**config.mk**
```make
export PLATFORM = sky130hd
export DESIGN_NAME = residue
export DESIGN_NICKNAME = d
export VERILOG_FILES = /design/src/rtl/modexp_pkg.sv /design/src/rtl/residue_word_alu.sv /design/src/rtl/residue.sv
export SDC_FILE = /design/constraint.sdc
export NUM_CORES = 1
export LEC_CHECK = 0
export BUFFER_PORTS_ARGS = -buffer_cell sky130_fd_sc_hd__buf_2
export CAP_MARGIN = 20
export CORE_MARGIN = 2
export CORE_UTILIZATION = 57
export CTS_CLUSTER_SIZE = 8
export DETAILED_ROUTE_END_ITERATION = 8
export PLACE_DENSITY = 0.95
export SLEW_MARGIN = 20
export SYNTH_ARGS = -nofsm -noshare
export SYNTH_HDL_FRONTEND = slang
export SYNTH_HIERARCHICAL = 1
export SYNTH_SLANG_ARGS = --single-unit
```
**constraint.sdc**
```tcl
create_clock -name clk -period 6.5 [get_ports clk]
set_clock_uncertainty 0.1 [all_clocks]
set_input_delay 1.3 -clock clk [delete_from_list [all_inputs] [get_ports clk]]
set_output_delay 1.3 -clock clk [all_outputs]
set_load 0.02 [all_outputs]
```
**src/rtl/modexp_pkg.sv**
```systemverilog
// Shared constants and FSM encoding for the modexp datapath blocks.
package modexp_pkg;

  localparam int WORD_W = 32;
  localparam int ADDR_W = 8;
  localparam int NN_W   = 15;

  typedef enum logic [2:0] {
    ST_IDLE    = 3'd0,
    ST_INIT    = 3'd1,
    ST_LOOP_RD = 3'd2,
    ST_LOOP_WR = 3'd3,
    ST_SELECT  = 3'd4,
    ST_COPY_RD = 3'd5,
    ST_COPY_WR = 3'd6,
    ST_DONE    = 3'd7
  } residue_state_t;

endpackage

```
**src/rtl/residue_word_alu.sv**
```systemverilog
// One word of the doubling step: shifted word s = 2*x (with carry chain) and
// trial difference d = s - M - borrow.
module residue_word_alu
  import modexp_pkg::*;
(
  input  logic [WORD_W-1:0] x_word,
  input  logic [WORD_W-1:0] m_word,
  input  logic              shift_carry_in,
  input  logic              borrow_in,
  output logic [WORD_W-1:0] s_word,
  output logic [WORD_W-1:0] d_word,
  output logic              shift_carry_out,
  output logic              borrow_out
);

  logic [WORD_W:0] diff;

  assign s_word          = {x_word[WORD_W-2:0], shift_carry_in};
  assign shift_carry_out = x_word[WORD_W-1];
  // A negative 33-bit result wraps and sets the top bit, which is the borrow.
  assign diff            = {1'b0, s_word} - {1'b0, m_word} - {{WORD_W{1'b0}}, borrow_in};
  assign d_word          = diff[WORD_W-1:0];
  assign borrow_out      = diff[WORD_W];

endmodule

```
**src/rtl/residue.sv**
```systemverilog
// Computes 2^nn mod M word-serially into the result memory by repeated
// doubling with conditional subtraction; temp memory holds the trial difference.
module residue
  import modexp_pkg::*;
(
  input  logic                clk,
  input  logic                reset,
  input  logic                calculate,
  output logic                ready,
  input  logic [ADDR_W-1:0]   length,
  input  logic [NN_W-1:0]     nn,
  output logic [ADDR_W-1:0]   opm_addr,
  input  logic [WORD_W-1:0]   opm_data,
  output logic [ADDR_W-1:0]   temp_addr,
  input  logic [WORD_W-1:0]   temp_rd_data,
  output logic [WORD_W-1:0]   temp_wr_data,
  output logic                temp_we,
  output logic [ADDR_W-1:0]   result_addr,
  input  logic [WORD_W-1:0]   result_rd_data,
  output logic [WORD_W-1:0]   result_wr_data,
  output logic                result_we,
  output logic [2:0]          dbg_state
);

  // calculate/ready: a start is accepted on any edge where ready=1 and
  // calculate=1; ready stays low until the result memory holds the answer.

  residue_state_t    state, state_n;
  logic [ADDR_W-1:0] idx, idx_n;
  logic [ADDR_W-1:0] len_r, len_n;
  logic [NN_W-1:0]   iter, iter_n;
  logic              sc, sc_n;
  logic              br, br_n;
  logic              ready_n;
  logic              result_we_n, temp_we_n;

  logic [WORD_W-1:0] alu_s, alu_d;
  logic              alu_sc, alu_br;

  residue_word_alu u_alu (
    .x_word          (result_rd_data),
    .m_word          (opm_data),
    .shift_carry_in  (sc),
    .borrow_in       (br),
    .s_word          (alu_s),
    .d_word          (alu_d),
    .shift_carry_out (alu_sc),
    .borrow_out      (alu_br)
  );

  always_ff @(posedge clk) begin
    if (reset) begin
      state     <= ST_IDLE;
      idx       <= '0;
      len_r     <= '0;
      iter      <= '0;
      sc        <= 1'b0;
      br        <= 1'b0;
      ready     <= 1'b1;
      result_we <= 1'b0;
      temp_we   <= 1'b0;
    end else begin
      state     <= state_n;
      idx       <= idx_n;
      len_r     <= len_n;
      iter      <= iter_n;
      sc        <= sc_n;
      br        <= br_n;
      ready     <= ready_n;
      result_we <= result_we_n;
      temp_we   <= temp_we_n;
    end
  end

  always_comb begin
    state_n     = state;
    idx_n       = idx;
    len_n       = len_r;
    iter_n      = iter;
    sc_n        = sc;
    br_n        = br;
    ready_n     = ready;
    result_we_n = 1'b0;
    temp_we_n   = 1'b0;
    case (state)
      ST_IDLE: begin
        if (calculate) begin
          len_n   = length;
          iter_n  = nn;
          ready_n = 1'b0;
          if (length == '0) begin
            state_n = ST_DONE;
          end else begin
            state_n     = ST_INIT;
            idx_n       = length - 8'd1;
            result_we_n = 1'b1;
          end
        end
      end
      ST_INIT: begin
        if (idx == '0) begin
          if (iter == '0) begin
            state_n = ST_DONE;
          end else begin
            state_n = ST_LOOP_RD;
            idx_n   = len_r - 8'd1;
            sc_n    = 1'b0;
            br_n    = 1'b0;
          end
        end else begin
          idx_n       = idx - 8'd1;
          result_we_n = 1'b1;
        end
      end
      ST_LOOP_RD: begin
        state_n     = ST_LOOP_WR;
        result_we_n = 1'b1;
        temp_we_n   = 1'b1;
      end
      ST_LOOP_WR: begin
        sc_n = alu_sc;
        br_n = alu_br;
        if (idx == '0) begin
          state_n = ST_SELECT;
        end else begin
          state_n = ST_LOOP_RD;
          idx_n   = idx - 8'd1;
        end
      end
      ST_SELECT: begin
        // 2x >= M when the doubling overflowed the operand or did not borrow.
        if (sc || !br) begin
          state_n = ST_COPY_RD;
          idx_n   = len_r - 8'd1;
        end else begin
          iter_n = iter - 15'd1;
          if (iter == 15'd1) begin
            state_n = ST_DONE;
            idx_n   = '0;
          end else begin
            state_n = ST_LOOP_RD;
            idx_n   = len_r - 8'd1;
            sc_n    = 1'b0;
            br_n    = 1'b0;
          end
        end
      end
      ST_COPY_RD: begin
        state_n     = ST_COPY_WR;
        result_we_n = 1'b1;
      end
      ST_COPY_WR: begin
        if (idx == '0) begin
          iter_n = iter - 15'd1;
          if (iter == 15'd1) begin
            state_n = ST_DONE;
          end else begin
            state_n = ST_LOOP_RD;
            idx_n   = len_r - 8'd1;
            sc_n    = 1'b0;
            br_n    = 1'b0;
          end
        end else begin
          state_n = ST_COPY_RD;
          idx_n   = idx - 8'd1;
        end
      end
      ST_DONE: begin
        ready_n = 1'b1;
        state_n = ST_IDLE;
        idx_n   = '0;
      end
      default: begin
        state_n = ST_IDLE;
        ready_n = 1'b1;
        idx_n   = '0;
      end
    endcase
  end

  // Write data is a mux of the current word, qualified by the registered enables.
  always_comb begin
    result_wr_data = '0;
    temp_wr_data   = '0;
    if (result_we) begin
      case (state)
        ST_INIT:    result_wr_data = (idx == len_r - 8'd1) ? 32'd1 : 32'd0;
        ST_LOOP_WR: result_wr_data = alu_s;
        ST_COPY_WR: result_wr_data = temp_rd_data;
        default:    result_wr_data = '0;
      endcase
    end
    if (temp_we) begin
      temp_wr_data = alu_d;
    end
  end

  assign opm_addr    = idx;
  assign temp_addr   = idx;
  assign result_addr = idx;
  assign dbg_state   = state;

endmodule

```
# After elaboration in Yosys (flattened, before gate mapping)
# Cells that the tools add are included.
[op_classes]
n_addsub = 6
eq_ne = 18
n_mux = 44
reduce_logical = 17
[ops]
columns = ["op", "count"]
rows = [
  ["case mux 32 bit (3 select lines)", 1],
  ["two-way mux 8 bit", 9],
  ["two-way mux 32 bit", 2],
  ["case mux 8 bit (6 select lines)", 1],
  ["two-way mux 15 bit", 3],
  ["case mux 15 bit (3 select lines)", 1],
  ["subtractor 32 x 32 -> 33 bit", 1],
  ["subtractor 33 x 1 -> 33 bit", 1],
  ["two-way mux 3 bit", 8],
  ["case mux 3 bit (8 select lines)", 1],
  ["subtractor 8 x 1 -> 8 bit, second input constant", 3],
  ["zero test 8 bit", 2],
  ["== test 15 x 1 -> 1 bit, second input constant", 1],
  ["zero test 15 bit", 1],
  ["subtractor 15 x 1 -> 15 bit, second input constant", 1],
  ["two-way mux 1 bit", 14],
  ["!= test 2 bit, second input constant", 7],
  ["== test 3 bit, second input constant", 4],
  ["== test 8 bit", 1],
  ["case mux 1 bit (4 select lines)", 2],
  ["== test 3 x 2 -> 1 bit, second input constant", 2],
  ["!= test 3 bit, second input constant", 2],
  ["AND reduction 2 bit", 3],
  ["AND reduction 6 bit", 1],
  ["13 further kinds", 13],
]
[word_totals]
regBits = 39
output_inout_bits = 94
elab_cells = 94

# Longest topological paths before layout
[depth]
ltp_word = 5
mapped_depth = 13
depth_no_buf = 12

# Hierarchy
# The synthesis kept the hierarchy.
[modules_own_cells]
columns = ["module", "instances", "cells_per_inst", "area_each_um2", "seq_area_each_um2"]
rows = [
  ["residue", 1, 517, 3631.0, 780.7],
  ["residue_word_alu", 1, 403, 2782.7, 0.0],
]

# Worst setup path before layout
# No wires, ideal clock.
[synth_path]
kind = "input -> output"
start = "input opm_data[0]"
end = "output temp_wr_data[25]"
arrival_time_ns = 3.539
t_required_ns = 5.100
slack_ns = 1.561
stages = 12
cell_sequence = "inv_1 fa_1 inv_1 ha_1 o21ai_0 a22oi_2 a31oi_4 o21ai_4 o31ai_4 o31ai_1 xor2_1 and2_1"
[synth_via]
elab_chain_len = 3
[synth_rtl]
columns = ["item", "line", "rtl"]
rows = [
  ["start, declared", "residue.sv:13", "input logic [WORD_W-1:0] opm_data,"],
  ["subtractor 32 x 32 -> 33 bit", "residue_word_alu.sv:21", "assign diff = {1'b0, s_word} - {1'b0, m_word} - {{WORD_W{1'b0}}, borrow_in};"],
  ["subtractor 33 x 1 -> 33 bit", "residue_word_alu.sv:21", ""],
  ["via alu_d[25]", "residue.sv:37", "logic [WORD_W-1:0] alu_s, alu_d;"],
  ["two-way mux 32 bit", "residue.sv:193", "if (temp_we) begin"],
  ["end, declared", "residue.sv:16", "output logic [WORD_W-1:0] temp_wr_data,"],
]
# The timed path passes the listed nets, and every way through them passes these cells.

# Worst setup path after layout
[layout_path]
start = "input opm_data[0]"
end = "output temp_wr_data[23]"
# Same word-level chain as after synthesis.

==> flow_results.xml <==
<?xml version="1.0" encoding="UTF-8"?>
<metrics>
  <group name="critical_path">
    <metric name="timing.critical_path.required" unit="ns">5.10</metric>
    <metric name="timing.critical_path.from_type" unit="">input pin</metric>
    <metric name="setup.reg_to_reg.worst_slack" unit="ns">3.43</metric>
    <metric name="rr_startpoint" unit="">dbg_state[0]</metric>
    <metric name="worst_path_fanout_max" unit="">3</metric>
    <metric name="regToRegEndpoint" unit="">opm_addr[6]</metric>
    <metric name="cp-end-kind" unit="">output pin</metric>
    <metric name="timing.critical_path.cells" unit="">buf_2 &gt; inv_1 &gt; fa_1 &gt; inv_1 &gt; ha_1 &gt; o21ai_0 &gt; a22oi_2 &gt; a31oi_4 &gt; o211ai_2 &gt; a31oi_1 &gt; o21bai_1 &gt; xor2_1 &gt; and2_1 &gt; buf_2</metric>
    <metric name="cp_slowest_stage_delay" unit="ns">0.56</metric>
    <metric name="crit_type" unit="">input pin to output pin</metric>
    <metric name="ff2ff_path_depth" unit="">6</metric>
    <metric name="crit_slowest_cell" unit="">sky130_fd_sc_hd__fa_1</metric>
    <metric name="crit_arrival" unit="ns">4.06</metric>
  </group>
  <group name="detailed_routing">
    <metric name="detail_route.vias_per_cell" unit="">5.830</metric>
    <metric name="drc_errors" unit="">0</metric>
    <metric name="first_pass_iteration_count_of_the_detailed_router" unit="">5</metric>
    <metric name="drt_iter0_drc" unit="">640</metric>
    <metric name="post_drt_wl_per_cell" unit="um">14.82</metric>
    <metric name="post_route_ant_nets" unit="">0</metric>
    <metric name="wl" unit="um">17630</metric>
    <metric name="vias" unit="">6938</metric>
  </group>
  <group name="placement">
    <metric name="numPortBuffers" unit="">215</metric>
    <metric name="rd_place_congestion" unit="">1.012</metric>
    <metric name="detailed_place.area" unit="um^2">7093</metric>
    <metric name="placement.setup.worst_slack" unit="ns">1.116</metric>
    <metric name="place_inst" unit="">1182</metric>
    <metric name="hpwlAfterDp" unit="um">13820</metric>
  </group>
  <group name="cells_and_area">
    <metric name="fill_cells" unit="">925</metric>
    <metric name="layout.cells.most_common_list" unit="">sky130_fd_sc_hd__buf_2, sky130_fd_sc_hd__inv_1, sky130_fd_sc_hd__nand2_1, sky130_fd_sc_hd__nor2_1, sky130_fd_sc_hd__a21oi_1</metric>
    <metric name="finish.cell_count_without_fillers" unit="">1190</metric>
    <metric name="share_of_post_route_cells_with_drive_strength_above_1" unit="">0.2467</metric>
    <metric name="syn2layout_area_growth" unit="%">12.00</metric>
    <metric name="num_antenna_cells" unit="">0</metric>
    <metric name="layout_cell_area_excl_fill" unit="um^2">7183</metric>
    <metric name="finish.net_count" unit="">1244</metric>
    <metric name="layout.cells.most_common" unit="">sky130_fd_sc_hd__buf_2</metric>
  </group>
  <group name="die">
    <metric name="core-area" unit="um^2">10890</metric>
    <metric name="floorplan.die.height" unit="um">110.1</metric>
    <metric name="chipWidth" unit="um">110.1</metric>
    <metric name="fp-row-count" unit="">38</metric>
    <metric name="start_util" unit="">0.5891</metric>
    <metric name="die_area" unit="um^2">12120</metric>
    <metric name="io_pins" unit="">216</metric>
  </group>
  <group name="synthesis">
    <metric name="synthFlopType" unit="">sky130_fd_sc_hd__dfxtp_1</metric>
    <metric name="syn-instance-count" unit="">920</metric>
    <metric name="syn_area" unit="um^2">6414</metric>
    <metric name="synth.distinct_cells" unit="">81</metric>
    <metric name="synth-seq-area-share" unit="">0.1217</metric>
    <metric name="edff_count_synth" unit="">0</metric>
    <metric name="synth.avg_cell_area" unit="um^2">6.971</metric>
    <metric name="synth_fp_nets" unit="">1115</metric>
    <metric name="synth.ff_latch_count" unit="">39</metric>
    <metric name="synthesis.yosys.warnings" unit="">6</metric>
    <metric name="async_flop_share" unit="">0</metric>
  </group>
  <group name="global_route">
    <metric name="grt_antenna_before_repair" unit="">0</metric>
    <metric name="total_global_route_track_usage" unit="">0.2800</metric>
    <metric name="grt_remaining_overflow" unit="">0</metric>
    <metric name="grt_pass1_vias" unit="">6200</metric>
    <metric name="grt_first_pass_wirelength" unit="um">27830</metric>
    <metric name="grt_start_max_net_pins" unit="">40</metric>
  </group>
  <group name="clock_tree">
    <metric name="number_of_clock_sinks" unit="">39</metric>
    <metric name="clock_pin_slew_on_the_worst_setup_and_hold_paths" unit="ns">0.08</metric>
    <metric name="insertion_delay" unit="ns">0.30</metric>
    <metric name="cts.hold.buffers_added" unit="">0</metric>
    <metric name="h_tree_lvls" unit="">2</metric>
    <metric name="cts_repair_resize_count" unit="">0</metric>
    <metric name="cts_inserted_buffers" unit="">5</metric>
    <metric name="cts_tree" unit="">yes</metric>
    <metric name="postCtsSetupRepairBufs" unit="">0</metric>
    <metric name="cts-root-to-sink-buffers" unit="">2</metric>
    <metric name="clk_root_buffer_cell" unit="">sky130_fd_sc_hd__clkbuf_8</metric>
  </group>
  <group name="power_and_ir_drop">
    <metric name="leakagePower" unit="nW">3.567</metric>
    <metric name="worst_vdd_drop" unit="mV">0.1456</metric>
    <metric name="p_per_area" unit="nW/um^2">208.7</metric>
  </group>
  <group name="job">
    <metric name="max_cap_viol_count" unit="">0</metric>
  </group>
  <group name="min_path">
    <metric name="worstHoldEndpoint" unit="">len_r[7]</metric>
    <metric name="worstHoldPathCells" unit="">2</metric>
    <metric name="worst_hold_startpoint" unit="">len_r[7]</metric>
    <metric name="hold_class" unit="">flip-flop to flip-flop</metric>
  </group>
  <group name="sta">
    <metric name="fmax" unit="GHz">0.1833</metric>
    <metric name="post-route-worst-setup-slack" unit="ns">1.044</metric>
    <metric name="tightest_slew" unit="ns">0.9154</metric>
    <metric name="period_share" unit="">0.8393</metric>
    <metric name="setup_tns" unit="ns">0</metric>
    <metric name="fin_hold_ws" unit="ns">0.3816</metric>
    <metric name="min_period" unit="ns">5.456</metric>
    <metric name="relSlewSlack" unit="">0.3884</metric>
    <metric name="rsz0062_at_grt" unit="">false</metric>
    <metric name="timing.final.hold_violations" unit="">0</metric>
    <metric name="final-max-slew-violation-count" unit="">0</metric>
    <metric name="setup_viol_count_final" unit="">0</metric>
  </group>
  <group name="outcome">
    <metric name="outcome" unit="">finished, final reports clean</metric>
  </group>
</metrics>
-- layer usage --
layer / up-vias / part of all wire / global-route usage
met5: - / 0 / 0
li1: 3379 / - / -
met4: 0 / 0.024 / 0.09042
met1: 3168 / 0.41 / 0.3442
met3: 46 / 0.084 / 0.04115
met2: 345 / 0.49 / 0.4987
-- cells in the mapped netlist, types with 5 or more instances --
cell type,number,area [um^2]
sky130_fd_sc_hd__inv_1,120,450.4
sky130_fd_sc_hd__nand2_1,77,289.0
sky130_fd_sc_hd__a21oi_1,73,365.4
sky130_fd_sc_hd__nor2_1,73,274.0
sky130_fd_sc_hd__ha_1,71,888.4
sky130_fd_sc_hd__buf_4,56,420.4
sky130_fd_sc_hd__dfxtp_1,39,780.8
sky130_fd_sc_hd__o21ai_0,38,190.2
sky130_fd_sc_hd__and2_1,36,225.2
sky130_fd_sc_hd__a22oi_1,33,247.7
sky130_fd_sc_hd__xnor2_1,33,289.0
sky130_fd_sc_hd__clkbuf_1,28,105.1
sky130_fd_sc_hd__xor2_1,23,201.4
sky130_fd_sc_hd__nand3_1,18,90.09
sky130_fd_sc_hd__nor3_1,13,65.06
sky130_fd_sc_hd__nand4_1,10,62.56
sky130_fd_sc_hd__a21o_1,9,67.56
sky130_fd_sc_hd__a31oi_1,9,56.30
sky130_fd_sc_hd__buf_2,9,45.04
sky130_fd_sc_hd__nor2b_1,9,56.30
sky130_fd_sc_hd__o31ai_1,9,67.56
sky130_fd_sc_hd__nor4_1,8,50.05
sky130_fd_sc_hd__o32ai_1,8,70.07
sky130_fd_sc_hd__nand2b_1,6,37.54
sky130_fd_sc_hd__o211ai_1,6,45.04
sky130_fd_sc_hd__and3_1,5,31.28
sky130_fd_sc_hd__or3_1,5,31.28
-- sequential cells by signal (all words and copies together), names as in the netlist --
| signal | count |
|---|---|
| temp_we | 1 |
| ready | 1 |
| opm_addr | 8 |
| len_r | 8 |
| br | 1 |
| result_we | 1 |
| dbg_state | 3 |
| sc | 1 |
| iter | 15 |
-- logic make-up (layout without fill, tap and decap cells) --
group	after synthesis	in the layout	synth area share
buf+inv	216	346	0.1635
mux	5	5	0.007999
fa+ha+maj	73	73	0.1448
compound gates	242	242	0.2589
simple gates	289	289	0.2267
flops	39	39	0.1217
xor+xnor	56	56	0.07647
-- critical path, delay by kind of cell --
family | cells | cell delay (ns)
compound gates | 6 | 1.40
buf+inv | 4 | 0.33
fa+ha+maj | 2 | 0.72
simple gates | 1 | 0.15
xor+xnor | 1 | 0.14
-- through the flow --
stage | utilization | power, mW
finish | 0.6597 | 1.499
global route | 0.6597 | 1.623
CTS | 0.6596 | 1.484
detailed placement | 0.6515 | 1.312
global placement | 0.6515 | 1.288
floorplan | - | 1.122
-- where the power goes --
part	leakage [nW]	internal (mW)	total (mW)	switching, mW
combinational	3.21	0.387	0.969	0.582
clock	0.0402	0.0747	0.171	0.0960
sequential	0.321	0.277	0.360	0.0825
total	3.57	0.739	1.50	0.760
-- worst max path at each step --
stage,endpoint,cells past startpoint,startpoint,slack (ns)
6_report,temp_wr_data[23],14,opm_data[0],1.04
5_1_grt,temp_wr_data[23],14,opm_data[0],0.93
4_1_cts,temp_wr_data[23],14,opm_data[0],1.10
3_5_place_dp,temp_wr_data[23],14,opm_data[0],1.12
3_3_place_gp,temp_wr_data[24],14,opm_data[0],1.21
2_1_floorplan,temp_wr_data[25],12,opm_data[0],1.56
-- area by class of cell --
class | instances | area [um^2] | share of cell area
timing repair buffer | 218 | 1099 | 0.1529
sequential | 39 | 780.7 | 0.1087
multi-input combinational | 665 | 4589 | 0.6389
inverter | 120 | 450.4 | 0.06271
clock buffer | 5 | 68.82 | 0.009580
clock inverter | 3 | 20.02 | 0.002787
tap | 140 | 175.2 | 0.02439
Power figures use the tool's default switching activity.
